**config.mk**
```make
export PLATFORM = sky130hd
export DESIGN_NAME = dpwm_deadtime_dither
export DESIGN_NICKNAME = d
export VERILOG_FILES = /design/src/rtl/dpwm_deadtime_dither.sv
export SDC_FILE = /design/constraint.sdc
export NUM_CORES = 1
export LEC_CHECK = 0
export ABC_AREA = 1
export CAP_MARGIN = 20
export CORE_MARGIN = 4
export CORE_UTILIZATION = 40
export DETAILED_ROUTE_END_ITERATION = 8
export MAX_ROUTING_LAYER = met4
export SLEW_MARGIN = 20
export SYNTH_ARGS = -nofsm -noshare
export SYNTH_HDL_FRONTEND = slang
export SYNTH_HIERARCHICAL = 1
export SYNTH_SLANG_ARGS = --single-unit
export TNS_END_PERCENT = 100
```
**constraint.sdc**
```tcl
create_clock -name clk -period 7.4 [get_ports clk]
set_input_delay 1.48 -clock clk [delete_from_list [all_inputs] [get_ports clk]]
set_output_delay 1.48 -clock clk [all_outputs]
set_load 0.02 [all_outputs]
```
**src/rtl/dpwm_deadtime_dither.sv**
```systemverilog
// Dead-time digital PWM with optional duty dither.
// One period is 2^CNT_W clocks. The high side is on for count values in
// [dt_lead, d_eff). The low side is on for count values in
// [d_eff + dt_trail, T). Because the low-side window starts at or after
// d_eff, the two windows can never overlap.
// Macro DPWM_DITHER_EN adds a fractional-duty accumulator. Its carry
// stretches d_eff by one clock in selected periods.
// Without the macro, duty_frac is ignored and the dither bit is 0.

// Half-open range compare [lo, hi) on an extended-width count.
module dpwm_window #(
  parameter int W = 7
) (
  input  logic [W-1:0] c,
  input  logic [W-1:0] lo,
  input  logic [W-1:0] hi,
  output logic         hit
);
  assign hit = (c >= lo) && (c < hi);
endmodule

module dpwm_deadtime_dither #(
  parameter int CNT_W  = 6,
  parameter int DITH_W = 2,
  parameter int DT_W   = 4
) (
  input  logic              clk,
  input  logic              rst,
  input  logic              en,
  input  logic [CNT_W-1:0]  duty_int,
  input  logic [DITH_W-1:0] duty_frac,
  input  logic [DT_W-1:0]   dt_lead,
  input  logic [DT_W-1:0]   dt_trail,
  input  logic              fault,
  input  logic              fault_clr,
  output logic              hs_out,
  output logic              ls_out,
  output logic [CNT_W-1:0]  count,
  output logic              period_start,
  output logic              fault_latched
);

  localparam int XW = CNT_W + 1;
  localparam int NWIN = 2;                       // 0: high side, 1: low side
  localparam logic [CNT_W-1:0] C_LAST = {CNT_W{1'b1}};
  localparam logic [XW-1:0] C_LAST_X = {1'b0, {CNT_W{1'b1}}};
  localparam logic [XW-1:0] T_X = {1'b1, {CNT_W{1'b0}}};

  logic                 running;
  logic                 first_ld;
  logic                 load;
  logic                 db_new;
  logic [CNT_W-1:0]     sh_int;
  logic [DT_W-1:0]      sh_lead;
  logic [DT_W-1:0]      sh_trail;
  logic                 sh_db;
  logic [CNT_W-1:0]     a_int;
  logic [DT_W-1:0]      a_lead;
  logic [DT_W-1:0]      a_trail;
  logic                 a_db;
  logic [XW-1:0]        d_sum;
  logic [XW-1:0]        d_eff;
  logic [XW-1:0]        ls_lo;
  logic [NWIN-1:0][XW-1:0] win_lo;
  logic [NWIN-1:0][XW-1:0] win_hi;
  logic [NWIN-1:0]      win_hit;
  logic                 gate;

  // Load shadows on the first enabled clock and on the last count of each period.
  assign first_ld = en & ~running;
  assign load     = en & (~running | (count == C_LAST));

`ifdef DPWM_DITHER_EN
  logic [DITH_W-1:0] acc;
  logic [DITH_W:0]   acc_sum;

  assign acc_sum = {1'b0, acc} + {1'b0, duty_frac};
  assign db_new  = acc_sum[DITH_W];

  // Fractional accumulator: it advances once per load and clears while disabled.
  always_ff @(posedge clk or posedge rst) begin
    if (rst)          acc <= '0;
    else if (!en)     acc <= '0;
    else if (load)    acc <= acc_sum[DITH_W-1:0];
  end
`else
  logic unused_frac;
  assign unused_frac = ^duty_frac;
  assign db_new      = 1'b0;
`endif

  // Per-period shadow copies of the duty and dead-time settings.
  always_ff @(posedge clk or posedge rst) begin
    if (rst) begin
      sh_int   <= '0;
      sh_lead  <= '0;
      sh_trail <= '0;
      sh_db    <= 1'b0;
    end else if (load) begin
      sh_int   <= duty_int;
      sh_lead  <= dt_lead;
      sh_trail <= dt_trail;
      sh_db    <= db_new;
    end
  end

  // Track whether the previous clock was enabled, so the first enabled clock is detected.
  always_ff @(posedge clk or posedge rst) begin
    if (rst) running <= 1'b0;
    else     running <= en;
  end

  // Period counter: it wraps naturally at 2^CNT_W and is parked at 0 while disabled.
  always_ff @(posedge clk or posedge rst) begin
    if (rst)     count <= '0;
    else if (en) count <= count + 1'b1;
    else         count <= '0;
  end

  // On the first enabled clock, count 0 is being decoded in the same cycle
  // that the shadows load, so the incoming values are used directly.
  // On the last-count load, the old shadows still own c = T-1.
  assign a_int   = first_ld ? duty_int : sh_int;
  assign a_lead  = first_ld ? dt_lead  : sh_lead;
  assign a_trail = first_ld ? dt_trail : sh_trail;
  assign a_db    = first_ld ? db_new   : sh_db;

  // d_eff saturates at T-1, so a full-duty dither carry cannot wrap to 0.
  assign d_sum = XW'(a_int) + XW'(a_db);
  assign d_eff = (d_sum > C_LAST_X) ? C_LAST_X : d_sum;
  assign ls_lo = d_eff + XW'(a_trail);

  assign win_lo[0] = XW'(a_lead);
  assign win_hi[0] = d_eff;
  assign win_lo[1] = ls_lo;
  assign win_hi[1] = T_X;

  genvar g;
  generate
    for (g = 0; g < NWIN; g++) begin : g_win
      dpwm_window #(.W(XW)) u_win (
        .c  ({1'b0, count}),
        .lo (win_lo[g]),
        .hi (win_hi[g]),
        .hit(win_hit[g])
      );
    end
  endgenerate

  // A live fault forces both drives low on the same edge that latches it.
  assign gate = en & ~fault & ~fault_latched;

  // Registered gate drives. The low side is also masked by the high-side hit as a hard interlock.
  always_ff @(posedge clk or posedge rst) begin
    if (rst) begin
      hs_out <= 1'b0;
      ls_out <= 1'b0;
    end else begin
      hs_out <= gate & win_hit[0];
      ls_out <= gate & win_hit[1] & ~win_hit[0];
    end
  end

  // Fault latch: fault wins over clear, and a clear is honoured only on the last count.
  always_ff @(posedge clk or posedge rst) begin
    if (rst)                                   fault_latched <= 1'b0;
    else if (fault)                            fault_latched <= 1'b1;
    else if (fault_clr && (count == C_LAST))   fault_latched <= 1'b0;
  end

  // This signal is combinational, so the very first enabled cycle at count 0 is flagged as well.
  assign period_start = en & ~rst & (count == '0);

endmodule

```
==> results of run 1 <==
-- cell usage after synthesis (3+ instances only) --
| master | number | area share |
|---|---|---|
| nand2_1 | 73 | 0.13 |
| inv_1 | 57 | 0.099 |
| a21oi_1 | 13 | 0.030 |
| o21ai_0 | 5 | 0.012 |
| nand2_2 | 4 | 0.012 |
| ha_1 | 33 | 0.19 |
| nor2_1 | 17 | 0.029 |
| mux2_2 | 10 | 0.052 |
| inv_2 | 3 | 0.0052 |
| buf_6 | 3 | 0.016 |
| buf_2 | 3 | 0.0069 |
| dfrtp_1 | 24 | 0.28 |
| nand3_1 | 32 | 0.074 |
-- cell usage in the layout (no fill, tap or decap), drive strengths merged --
cell	Yosys	routed
nor3	2	2
a21o	2	2
nand2	77	77
nand3	34	34
nand4	2	2
mux2	10	10
dfrtp	24	24
xnor2	1	1
conb	2	15
xor2	2	2
buf	7	2
a21oi	13	13
ha	33	33
inv	60	60
clkbuf	0	4
clkdlybuf4s50	0	28
fa	1	1
nor2	18	18
o21ai	7	7
-- per-stage QoR --
stage | util | setup WS, ns | area, µm² | hold WS, ns | cells
6_report | 0.5070 | 2.634 | 2623 | 0.5106 | 405
5_1_grt | 0.5070 | 2.285 | 2623 | 0.5458 | 405
4_1_cts | 0.5017 | 2.563 | 2595 | 0.5150 | 404
3_5_place_dp | 0.4911 | 2.283 | 2540 | 0.4910 | 400
3_3_place_gp | 0.4911 | 2.309 | 2540 | 0.4858 | 400
2_1_floorplan | - | 3.633 | 2221 | 0.4701 | 308
-- worst max path at each step --
stage / startpoint / depth (start not counted) / endpoint
after global placement: en / 19 / ls_out
final: en / 20 / ls_out
after global routing: en / 20 / ls_out
after detailed placement: en / 19 / ls_out
after floorplan: en / 19 / ls_out
after CTS: en / 19 / ls_out
-- logic make-up after synthesis --
kind of cell,share of synthesized area
xor+xnor,0.01210
simple gates,0.2690
flops,0.2765
buf+inv,0.1296
mux,0.05184
fa+ha+maj,0.1993
other cells,0.003458
compound gates,0.05817
-- power by group --
group / leakage, nW / internal, W / switching [W] / total, W
Clock: 0.0288 / 0.0000476 / 0.0000442 / 0.0000917
Combinational: 1.11 / 0.0000622 / 0.0000764 / 0.000139
Sequential: 0.303 / 0.000142 / 0.00000901 / 0.000151
Total: 1.44 / 0.000252 / 0.000130 / 0.000381
-- routing by layer --
metal  track usage  vias up
met5             -        -
met4       0.03821        0
met3       0.02632        6
met2        0.2492       22
met1        0.1882      800
li1              -      990
-- flip-flops by register name, indices dropped and copies added (netlist names) --
| register | cells |
|---|---|
| count | 6 |
| sh_int | 6 |
| sh_lead | 4 |
| sh_trail | 4 |
| fault_latched | 1 |
| hs_out | 1 |
| ls_out | 1 |
| running | 1 |
-- worst register-to-register path: cells and delay by family (launching register included) --
kind / cells / cell delay (ns)
compound gates: 2 / 0.41
fa+ha+maj: 3 / 0.85
buf+inv: 4 / 0.24
flops: 1 / 0.42
mux: 1 / 0.40
simple gates: 9 / 0.86
-- final cells by class --
type                       instances  area, µm²
clock buffer                       4      55.05
fill                             545       2550
inverter                          60      225.2
multi-input combinational        217       1339
sequential                        24      600.6
tap                               70      87.58
timing repair buffer              30      315.3
==> impl_metrics.env, run 1 <==
export IMPL_status="finished, final reports clean"
export IMPL_path_max_fanout=31
export IMPL_p_leak_nw=1.438
export IMPL_ys_ff_latch=24
export IMPL_arrival_ns=4.94
export IMPL_drc=0
export IMPL_die_area_um2=6673
export IMPL_drv_slew=0
export IMPL_syn_inst=295
export IMPL_cts_tree="yes"
export IMPL_ir_drop_mv=0.1246
export IMPL_min_from="sh_trail[2]"
export IMPL_first_global_vias=1741
export IMPL_drive_gt1_frac=0.08060
export IMPL_dpl_hpwl_um=3366
export IMPL_crit_chain="clkdlybuf4s50_1, buf_4, nand2_2, mux2_2, ha_1, inv_1, fa_1, o21ai_0, nand2_1, nor2_1, inv_1, ha_1, nand2_1, inv_1, nand2_1, nand2_1, a21oi_1, nor2_1, nand2_1, nor2_1"
export IMPL_drv_cap=0
export IMPL_cts_hold_buffers_added=0
export IMPL_vias_per_cell=4.489
export IMPL_hold_depth=2
export IMPL_rrSetupSlack_ns=4.12
export IMPL_skew_ns=0.002935
export IMPL_ioPinCount=31
export IMPL_dr_pass1_iters=4
export IMPL_ctsRootBufferMaster="clkbuf_8"
export IMPL_slowest_delay_ns=0.45
export IMPL_cts_max_level=1
export IMPL_post_cts_setup_buffers=0
export IMPL_m1WireLength_um=2163
export IMPL_critical_path_top_delay_family="simple AND/OR/NAND/NOR gates"
export IMPL_min_period_over_period=0.6440
export IMPL_fin_crit_ns=4.766
export IMPL_start_util=0.4199
export IMPL_power_total_w=0.0003814
export IMPL_n_antenna_cell=0
export IMPL_grt_pass1_wl_um=7521
export IMPL_reg2regPathDepth=19
export IMPL_final_setup_tns_ns=0
export IMPL_wl_met3_um=109
export IMPL_r2r_start="running"
export IMPL_drt_wl_total_um=4421
export IMPL_dr_wl_met2_um=2081
export IMPL_timing_rr_end="ls_out"
export IMPL_startpoint_type="input port"
export IMPL_crit_type="input port to flop"
export IMPL_yosysSeqAreaShare=0.2765
export IMPL_worstSkewPairLatency_ns=0.27
export IMPL_grt_usage=0.1495
export IMPL_grt_overflow=0
export IMPL_drtAntennaViolNets=0
export IMPL_die_h_um=81.69
export IMPL_rows=26
export IMPL_antenna_found_initial=0
export IMPL_critical_path_buf_inv_count=5
export IMPL_hold_viol_final=0
export IMPL_wl_per_cell_um=10.92
export IMPL_ctsResizeCount=0
export IMPL_rsz0062_at_grt="false"
export IMPL_top_layer="met4"
export IMPL_power_per_cell_area_nw_per_um2=145.4
export IMPL_num_vias=1818
export IMPL_timing_fmax_mhz=209.8
export IMPL_numClockSinks=24
export IMPL_cts_reportedPaths_clkPinSlew_ns=0.09
export IMPL_async_reset_ff_frac=1.000
export IMPL_endpoint_kind="flop"
export IMPL_synth_edf_count=0
export IMPL_cts_buffers=3
export IMPL_io_buffer_count=28
export IMPL_cpMostUsedCell="nand2_1"
export IMPL_setup_violations=0
export IMPL_finalNetCount=391
export IMPL_synth_ff_type="dfrtp_1"
export IMPL_fp_dieW_um=81.69
export IMPL_synth_warnings=6
export IMPL_critPathSlowestCell="clkdlybuf4s50_1"
export IMPL_netlist_area_um2=2172
export IMPL_hold_path_class="flop to flop"
export IMPL_core_area_um2=5172
export IMPL_holdPathEnd="sh_trail[2]"
export IMPL_required_ns=7.57
export IMPL_synthToLayoutAreaGrowth_pct=20.74
export IMPL_slew_headroom=0.6156
export IMPL_drt_iter0_drc=57
export IMPL_synth_distinct_cells=26
export IMPL_worst_pin_slew_ns=0.5746
export IMPL_avgSynthCellArea_um2=7.363
export IMPL_cts_path_max_buffers=2
export IMPL_grt_max_degree=32
export IMPL_gp_congestion=0.7928
Note: power is estimated with default switching activity, not from simulation.
==> inputs of run 2 (changes only) <==
clock period = 4.6 ns   (was 7.4 ns; I/O delays follow)
==> run 2 against run 1 <==
  * Via count increased by 0.33%
  * Largest power group unchanged
  * Flip-flop and latch count unchanged
  * Critical path type unchanged
  * Critical endpoint unchanged
  * Sequential power increased by 62%
==> impl_metrics.env, run 2 (synthesis gave the netlist of run 1 again) <==
export IMPL_post_cts_setup_buffers=0
export IMPL_numClockSinks=24
export IMPL_die_area_um2=6673
export IMPL_final_cell_area_um2=2610
export IMPL_vias_per_cell=4.493
export IMPL_dpl_hpwl_um=3427
export IMPL_min_period_over_period=0.8109
export IMPL_required_ns=4.80
export IMPL_ctsRootBufferMaster="clkbuf_8"
export IMPL_drt_wl_total_um=4429
export IMPL_critical_path_top_delay_family="simple AND/OR/NAND/NOR gates"
export IMPL_ir_drop_mv=0.1776
export IMPL_cts_max_level=1
export IMPL_cts_tree="yes"
export IMPL_grt_pass1_wl_um=7866
export IMPL_fp_dieW_um=81.69
export IMPL_antenna_found_initial=0
export IMPL_power_total_w=0.0006115
export IMPL_ctsResizeCount=0
export IMPL_drv_cap=0
export IMPL_grt_usage=0.1540
export IMPL_ioPinCount=31
export IMPL_worst_pin_slew_ns=0.9582
export IMPL_endpoint_kind="flop"
export IMPL_start_util=0.4199
export IMPL_grt_overflow=0
export IMPL_final_setup_tns_ns=0
export IMPL_critical_path_buf_inv_count=3
export IMPL_num_vias=1824
export IMPL_status="finished, final reports clean"
export IMPL_timing_fmax_mhz=268.1
export IMPL_slew_headroom=0.3605
export IMPL_die_h_um=81.69
export IMPL_cpMostUsedCell="nand2_1"
export IMPL_fin_crit_ns=3.730
export IMPL_wl_per_cell_um=10.91
export IMPL_first_global_vias=1747
export IMPL_drt_iter0_drc=96
export IMPL_num_fill_cells=516
export IMPL_hold_slack_ns=0.5095
export IMPL_dr_pass1_iters=4
export IMPL_n_antenna_cell=0
export IMPL_reg_top3="count (6), sh_int (6)"
export IMPL_cts_buffers=3
export IMPL_critPathSlowestCell="clkdlybuf4s50_1"
export IMPL_grt_max_degree=25
export IMPL_layout_common_cells="nand2_1, inv_1, ha_1"
export IMPL_hold_viol_final=0
export IMPL_cts_path_max_buffers=2
export IMPL_drc=0
export IMPL_drtAntennaViolNets=0
export IMPL_hold_path_class="flop to flop"
export IMPL_rows=26
export IMPL_power_per_cell_area_nw_per_um2=234.3
export IMPL_drive_gt1_frac=0.08333
export IMPL_rsz0062_at_grt="false"
export IMPL_synthToLayoutAreaGrowth_pct=20.16
export IMPL_layout_commonest_cell="nand2_1"
export IMPL_arrival_ns=3.93
export IMPL_gp_congestion=0.7677
export IMPL_cts_reportedPaths_clkPinSlew_ns=0.09
export IMPL_path_max_fanout=13
export IMPL_cts_hold_buffers_added=0
export IMPL_p_leak_nw=1.434
export IMPL_crit_type="input port to flop"
export IMPL_startpoint_type="input port"
export IMPL_crit_chain="clkdlybuf4s50_1, nand2_2, buf_4, mux2_2, ha_1, nand2_1, o21ai_0, xor2_1, inv_1, ha_1, nand2_1, nand2_1, nand2_1, nand2_1, a21oi_1, nor2_1, nand2_1, nor2_1"
export IMPL_setup_violations=0
export IMPL_slowest_delay_ns=0.45
export IMPL_io_buffer_count=28
export IMPL_core_area_um2=5172
export IMPL_final_util=0.5046
export IMPL_finalNetCount=392
export IMPL_post_dp_cell_area_um2=2555
export IMPL_worstSkewPairLatency_ns=0.27
export IMPL_skew_ns=0.002018
export IMPL_drv_slew=0
run 2: changes by cell type in the layout (fill, tap and decap cells not counted), sizes merged:
cell / previous run / this run
buf: 2 / 3
run 2: final cells by class:
cell class              count  area (µm²)  area share
multi-input cells         217        1339      0.5129
flip-flops and latches     24       600.6      0.2301
repair buffers             31       302.8      0.1160
inverters                  60       225.2     0.08629
well taps                  70       87.58     0.03356
clock buffers               4       55.05     0.02109
run 2: power by group:
| part | leakage [nW] | switching (W) | internal [W] |
|---|---|---|---|
| Combinational | 1.10 | 0.000122 | 0.0000985 |
| Sequential | 0.303 | 0.0000151 | 0.000228 |
| Clock | 0.0288 | 0.0000710 | 0.0000765 |
run 2: path summary, 6_finish.rpt:
| kind | slack, ns | from | cells after the start | to |
|---|---|---|---|---|
| worst max register to register | 1.52 | running | 18 | ls_out |
| min in group asynchronous | 1.22 | rst | 2 | sh_lead[0] |
| worst max-delay path | 0.87 | en | 18 | ls_out |
| max in group asynchronous | 2.81 | rst | 2 | sh_trail[1] |
| worst min-delay path | 0.51 | sh_trail[0] | 2 | sh_trail[0] |
| worst min register to register | 0.51 | sh_trail[0] | 2 | sh_trail[0] |
run 2: routing by layer:
metal  track usage  up-vias  wire length (µm)  share of wire
met5             -        -                 0              0
met4      0.009967        0                13         0.0029
met3       0.02632        2               119          0.027
met2        0.2647       21              2098           0.47
met1        0.1997      810              2199           0.50
li1              -      991                 -              -
run 2: tightest hold or removal path: cells and delay by family (launching register included):
family | cells | cell delay, ns
flops | 1 | 0.35
simple gates | 2 | 0.13
run 2: through the flow:
step	setup WS, ns	std cells
6_report	0.8697	406
5_1_grt	0.5054	406
4_1_cts	0.7862	406
3_5_place_dp	0.4977	402
3_3_place_gp	0.5511	402
2_1_floorplan	1.393	308
